File: config.mk
export PLATFORM = sky130hd
export DESIGN_NAME = data_sram_bridge
export DESIGN_NICKNAME = d
export VERILOG_FILES = /design/src/rtl/data_sram_bridge.sv
export SDC_FILE = /design/constraint.sdc
export NUM_CORES = 1
export LEC_CHECK = 0
export CELL_PAD_IN_SITES_DETAIL_PLACEMENT = 2
export CELL_PAD_IN_SITES_GLOBAL_PLACEMENT = 2
export CORE_MARGIN = 2
export CORE_UTILIZATION = 21
export CTS_CLUSTER_SIZE = 25
export DETAILED_ROUTE_END_ITERATION = 10
export PLACE_DENSITY_LB_ADDON = 0.1
export SETUP_SLACK_MARGIN = 0.02
export SYNTH_ARGS = -nofsm -noshare
export SYNTH_HDL_FRONTEND = slang
export SYNTH_SLANG_ARGS = --single-unit
File: constraint.sdc
create_clock -name clk -period 2 [get_ports clk]
set_clock_uncertainty 0.1 [all_clocks]
set_input_delay 0.6 -clock clk [delete_from_list [all_inputs] [get_ports clk]]
set_output_delay 0.6 -clock clk [all_outputs]
set_load 0.005 [all_outputs]
File: src/rtl/data_sram_bridge.sv
// Bridges a single-cycle SRAM-style CPU data port onto a req/addr_ok/data_ok memory bus,
// stalling the CPU until the response arrives or a response timeout aborts the access.
module data_sram_bridge #(
    parameter int          TIMEOUT_CYC = 255,
    parameter logic [31:0] ERR_RDATA   = 32'h0
) (
    input  logic        clk,
    input  logic        resetn,
    input  logic        cpu_en,
    input  logic [3:0]  cpu_wen,
    input  logic [31:0] cpu_addr,
    input  logic [31:0] cpu_wdata,
    output logic [31:0] cpu_rdata,
    output logic        cpu_stall,
    output logic        mem_req,
    output logic        mem_wr,
    output logic [1:0]  mem_size,
    output logic [31:0] mem_addr,
    output logic [31:0] mem_wdata,
    input  logic        mem_addr_ok,
    input  logic        mem_data_ok,
    input  logic [31:0] mem_rdata,
    output logic        bus_err
);

    typedef enum logic [1:0] {
        IDLE      = 2'd0,
        WAIT_ADDR = 2'd1,
        WAIT_DATA = 2'd2,
        DONE      = 2'd3
    } state_t;

    localparam logic [15:0] TMO_LAST = 16'(TIMEOUT_CYC - 1);

    state_t      state_reg;
    logic [3:0]  wen_reg;
    logic [31:0] addr_reg;
    logic [31:0] wdata_reg;
    logic [31:0] rdata_reg;
    logic [15:0] tmo_cnt_reg;
    logic        bus_err_reg;

    logic        is_wr;
    logic [1:0]  enc_size;
    logic [1:0]  enc_lo;

    assign is_wr = |wen_reg;

    always_ff @(posedge clk) begin
        if (!resetn) begin
            state_reg   <= IDLE;
            wen_reg     <= 4'd0;
            addr_reg    <= 32'd0;
            wdata_reg   <= 32'd0;
            rdata_reg   <= 32'd0;
            tmo_cnt_reg <= 16'd0;
            bus_err_reg <= 1'b0;
        end else begin
            bus_err_reg <= 1'b0;
            case (state_reg)
                IDLE: begin
                    if (cpu_en) begin
                        wen_reg   <= cpu_wen;
                        addr_reg  <= cpu_addr;
                        wdata_reg <= cpu_wdata;
                        state_reg <= WAIT_ADDR;
                    end
                end
                WAIT_ADDR: begin
                    // data_ok arriving alongside addr_ok is deliberately not looked at here
                    if (mem_addr_ok) begin
                        tmo_cnt_reg <= 16'd0;
                        state_reg   <= WAIT_DATA;
                    end
                end
                WAIT_DATA: begin
                    if (mem_data_ok) begin
                        if (!is_wr) begin
                            rdata_reg <= mem_rdata;
                        end
                        state_reg <= DONE;
                    end else if (tmo_cnt_reg == TMO_LAST) begin
                        bus_err_reg <= 1'b1;
                        if (!is_wr) begin
                            rdata_reg <= ERR_RDATA;
                        end
                        state_reg <= DONE;
                    end else begin
                        tmo_cnt_reg <= tmo_cnt_reg + 16'd1;
                    end
                end
                DONE: begin
                    state_reg <= IDLE;
                end
                default: begin
                    state_reg <= IDLE;
                end
            endcase
        end
    end

    // Strobe pattern selects transfer size and the low address bits; odd patterns fall back to a word write.
    always_comb begin
        enc_size = 2'd2;
        enc_lo   = 2'b00;
        if (is_wr) begin
            case (wen_reg)
                4'b0011: begin enc_size = 2'd1; enc_lo = 2'b00; end
                4'b1100: begin enc_size = 2'd1; enc_lo = 2'b10; end
                4'b0001: begin enc_size = 2'd0; enc_lo = 2'b00; end
                4'b0010: begin enc_size = 2'd0; enc_lo = 2'b01; end
                4'b0100: begin enc_size = 2'd0; enc_lo = 2'b10; end
                4'b1000: begin enc_size = 2'd0; enc_lo = 2'b11; end
                default: begin enc_size = 2'd2; enc_lo = 2'b00; end
            endcase
        end
    end

    always_comb begin
        cpu_stall = 1'b1;
        case (state_reg)
            IDLE:    cpu_stall = cpu_en;
            DONE:    cpu_stall = 1'b0;
            default: cpu_stall = 1'b1;
        endcase
    end

    assign mem_req   = (state_reg == WAIT_ADDR);
    assign mem_wr    = mem_req & is_wr;
    assign mem_size  = mem_req ? enc_size : 2'd0;
    assign mem_addr  = mem_req ? {addr_reg[31:2], enc_lo} : 32'd0;
    assign mem_wdata = mem_req ? wdata_reg : 32'd0;
    assign cpu_rdata = rdata_reg;
    assign bus_err   = bus_err_reg;

endmodule
==> results.toml <==
[routing]
routed_via_density = 4.48
finalWirelength_mm = 22.6
first_pass_iters = 6
vias = 5314
antenna_left = 0
drc = 0
wl_per_cell_um = 19.0
initialDrtViolationCount = 130

[timing]
slew_headroom_pct = 68.2
period_minus_slack_ns = 2.44
finalSetupViolCount = 87
hold_viol = 0
whs_ns = 0.352
rsz0062_at_grt = "true"
tightestPinTransition_ns = 0.475
fin_tns_setup_ns = -23.87
period_share_pct = 122
maxSlewViolCount = 0
fmax_mhz = 409
fin_ws_ns = -0.444

[logic_synthesis]
synth_fa_ha_area_share_pct = 1.53
async_reset_ff_share_pct = 0
synth_nets = 699
synth_top_family_by_area = "simple AND/OR/NAND/NOR gates"
yosysSeqAreaShare_pct = 47.7
synth-simple-area-share_pct = 28.1
synth-compound-area-share_pct = 17.3
ys.flop_type = "dfxtp_1"
avgSynthCellArea_um2 = 8.35
mappedNetlistArea_um2 = 4910
synth_area_leaders = "dfxtp_1, nand2_1, and2_1, a21oi_1, a22o_1"
muxShareOfSynthArea_pct = 0.280
synthXorXnorAreaFrac_pct = 0.713
synth_cell_type_count = 47
synth_seq_cells = 117
netlist_instances = 588
yosysWarnings = 0
yosys.area.top_type_share_pct = 47.7
synth_area_leader_cell = "dfxtp_1"
synth_edf_count = 0

[power]
powerDensity_nw_per_um2 = 1140
clock_power_share_pct = 29.3
power_mw = 10.5
ir_drop_v = 0.000456
comb_power_share_pct = 43.1
p_seq_share_pct = 27.6
p_int_mw = 7.00
sw_frac_of_total_pct = 33.5
p_leak_nw = 3.99
p_switching_mw = 3.53

[grt]
grtUsageTotal_pct = 17.7
grt_overflow = 0
grt_pass1_vias = 5903
antenna_found_initial = 2
grt_pass1_wl_mm = 33.2
grt_max_degree = 67

[placement]
dpl.hpwl_mm = 14.2
gp_congestion = 0.735
io_buffers = 204
dp_cells = 1114

[cts]
cts_buffers = 17
tritoncts = "built"
ctsHtreeMaxLevel = 4
cts_sinks = 117
cts-root-buf = "clkbuf_16"
insertion_delay_ns = 0.41
clk_pin_slew_ns = 0.06
ctsHoldBuffers = 0
clk_path_buf_depth = 2

[layout]
fin_nets = 971
seqCellArea_um2 = 2350
area_growth_pct = 88.4
post_layout_nonfiller_instances = 1187
fin_util_pct = 40.6
multiInputGateArea_um2 = 2820
layout-drive-gt1-share_pct = 34.6
fill_cells = 2412

[run_status]
violations = "setup timing"
status = "finished, violations left"

[setup_path]
cp_max_fo = 7
crit_type = "flop to output port"
required_ns = 1.30
endpoint_kind = "output port"
cp_data_arrival_time_ns = 1.74
start_kind = "flop"

[floorplan]
die_h_um = 157
die_area_um2 = 24600
die_w_um = 157
core_area_um2 = 22800
ios = 207
rows = 55
start_util_pct = 21.6

[worst_hold_path]
hold_path_class = "flop to flop"

[job]
max-cap-violations = 0
==> metal layers <==
metal / part of all wire (%) / track usage [%]
met4: 1.3 / 5.33
met1: 42 / 20.3
met5: 0 / 0
met3: 6.2 / 5.56
met2: 50 / 31.3
==> layout make-up <==
| cell class | count | share of cell area [%] |
|---|---|---|
| Clock inverter | 14 | 1.62 |
| Timing Repair Buffer | 292 | 33.1 |
| Sequential cell | 117 | 25.4 |
| Inverter | 9 | 0.392 |
| Clock buffer | 18 | 4.75 |
| Antenna cell | 1 | 0.0270 |
| Multi-Input combinational cell | 423 | 30.5 |
| Tap cell | 313 | 4.23 |
==> layout by cell type, fill, tap and decap left out, drive strengths merged, types with 2 or more instances in the layout <==
cell           instances
nand3                 14
o311ai                 3
bufinv                 2
a22o                  32
dfxtp                117
nor3                  11
clkbuf                24
nor4                   3
ha                     6
a21oi                 72
and2                  66
inv                   13
clkdlybuf4s50        103
o21a                   2
nor4b                  3
nand4                  5
dlygate4sd2           19
xnor2                  3
or3                    2
nor2                  16
o22a                   2
nor2b                  2
clkinvlp               3
buf                  151
a31oi                  5
and4                   3
dlymetal6s2s          13
nand2                153
o21ai                  8
clkinv                 5
==> power by group through the flow <==
| stage | combinational (mW) | sequential (mW) | clock (mW) |
|---|---|---|---|
| 2_1_floorplan | 1.32 | 2.86 | 0 |
| 3_3_place_gp | 2.78 | 2.88 | 0 |
| 3_5_place_dp | 2.89 | 2.91 | 0 |
| 4_1_cts | 4.28 | 2.89 | 3.20 |
| 5_1_grt | 4.86 | 2.95 | 3.29 |
| 6_report | 4.53 | 2.90 | 3.09 |
==> cells in the mapped netlist (all sizes together), types with 2 or more instances <==
cell and instances:
and2 66, nor4b 3, clkbuf 22, or3 2, a21oi 72, ha 6, xnor2 3, o21a 2
o22a 2, a22o 32, nor2 16, buf 17, inv 9, nor2b 2, dfxtp 117, a31oi 5
nand3 14, nor3 11, o21ai 8, nor4 3, and4 3, nand4 5, o311ai 3, nand2 153
==> worst max-delay path: stages (launching register included) <==
cell	delay (ns)
dfxtp_2	0.34
inv_2	0.06
ha_4	0.18
buf_8	0.13
buf_12	0.12
buf_16	0.13
buf_8	0.12
and2_4	0.13
buf_6	0.11
==> through the flow <==
stage | cell area (um2) | setup WS, ns
final | 9250 | -0.444
after global routing | 9250 | -0.516
after floorplan | 4920 | 0.0423
after global placement | 7600 | -0.635
after CTS | 8880 | -0.433
after detailed placement | 7600 | -0.627
==> path summary, 6_finish.rpt <==
path	startpoint	endpoint	slack, ns	cells after the start
setup / recovery	state_reg[1]	mem_wdata[16]	-0.44	8
hold / removal	addr_reg[26]	addr_reg[26]	0.35	2
setup reg to reg	state_reg[1]	tmo_cnt_reg[10]	-0.43	13
hold reg to reg	addr_reg[26]	addr_reg[26]	0.35	2
==> repair_timing <==
| action | 4_1_cts | 5_1_grt |
|---|---|---|
| cloned | 7 | 4 |
| resized for setup | 453 | 90 |
| pin swaps | 42 | 27 |
| buffers inserted | 26 | 10 |
| setup endpoints to repair | 180 | 138 |
==> logic make-up (layout without fill, tap and decap cells) <==
kind of cell | count (synthesis) | in the layout
AND/OR/NAND/NOR | 281 | 281
adder cells (fa/ha/maj) | 6 | 6
buffers and inverters | 48 | 333
other | 0 | 1
multiplexers | 1 | 1
XOR/XNOR | 4 | 4
AO/OA/AOI/OAI | 131 | 131
flip-flops | 117 | 117
Note: power is estimated with default switching activity, not from simulation.
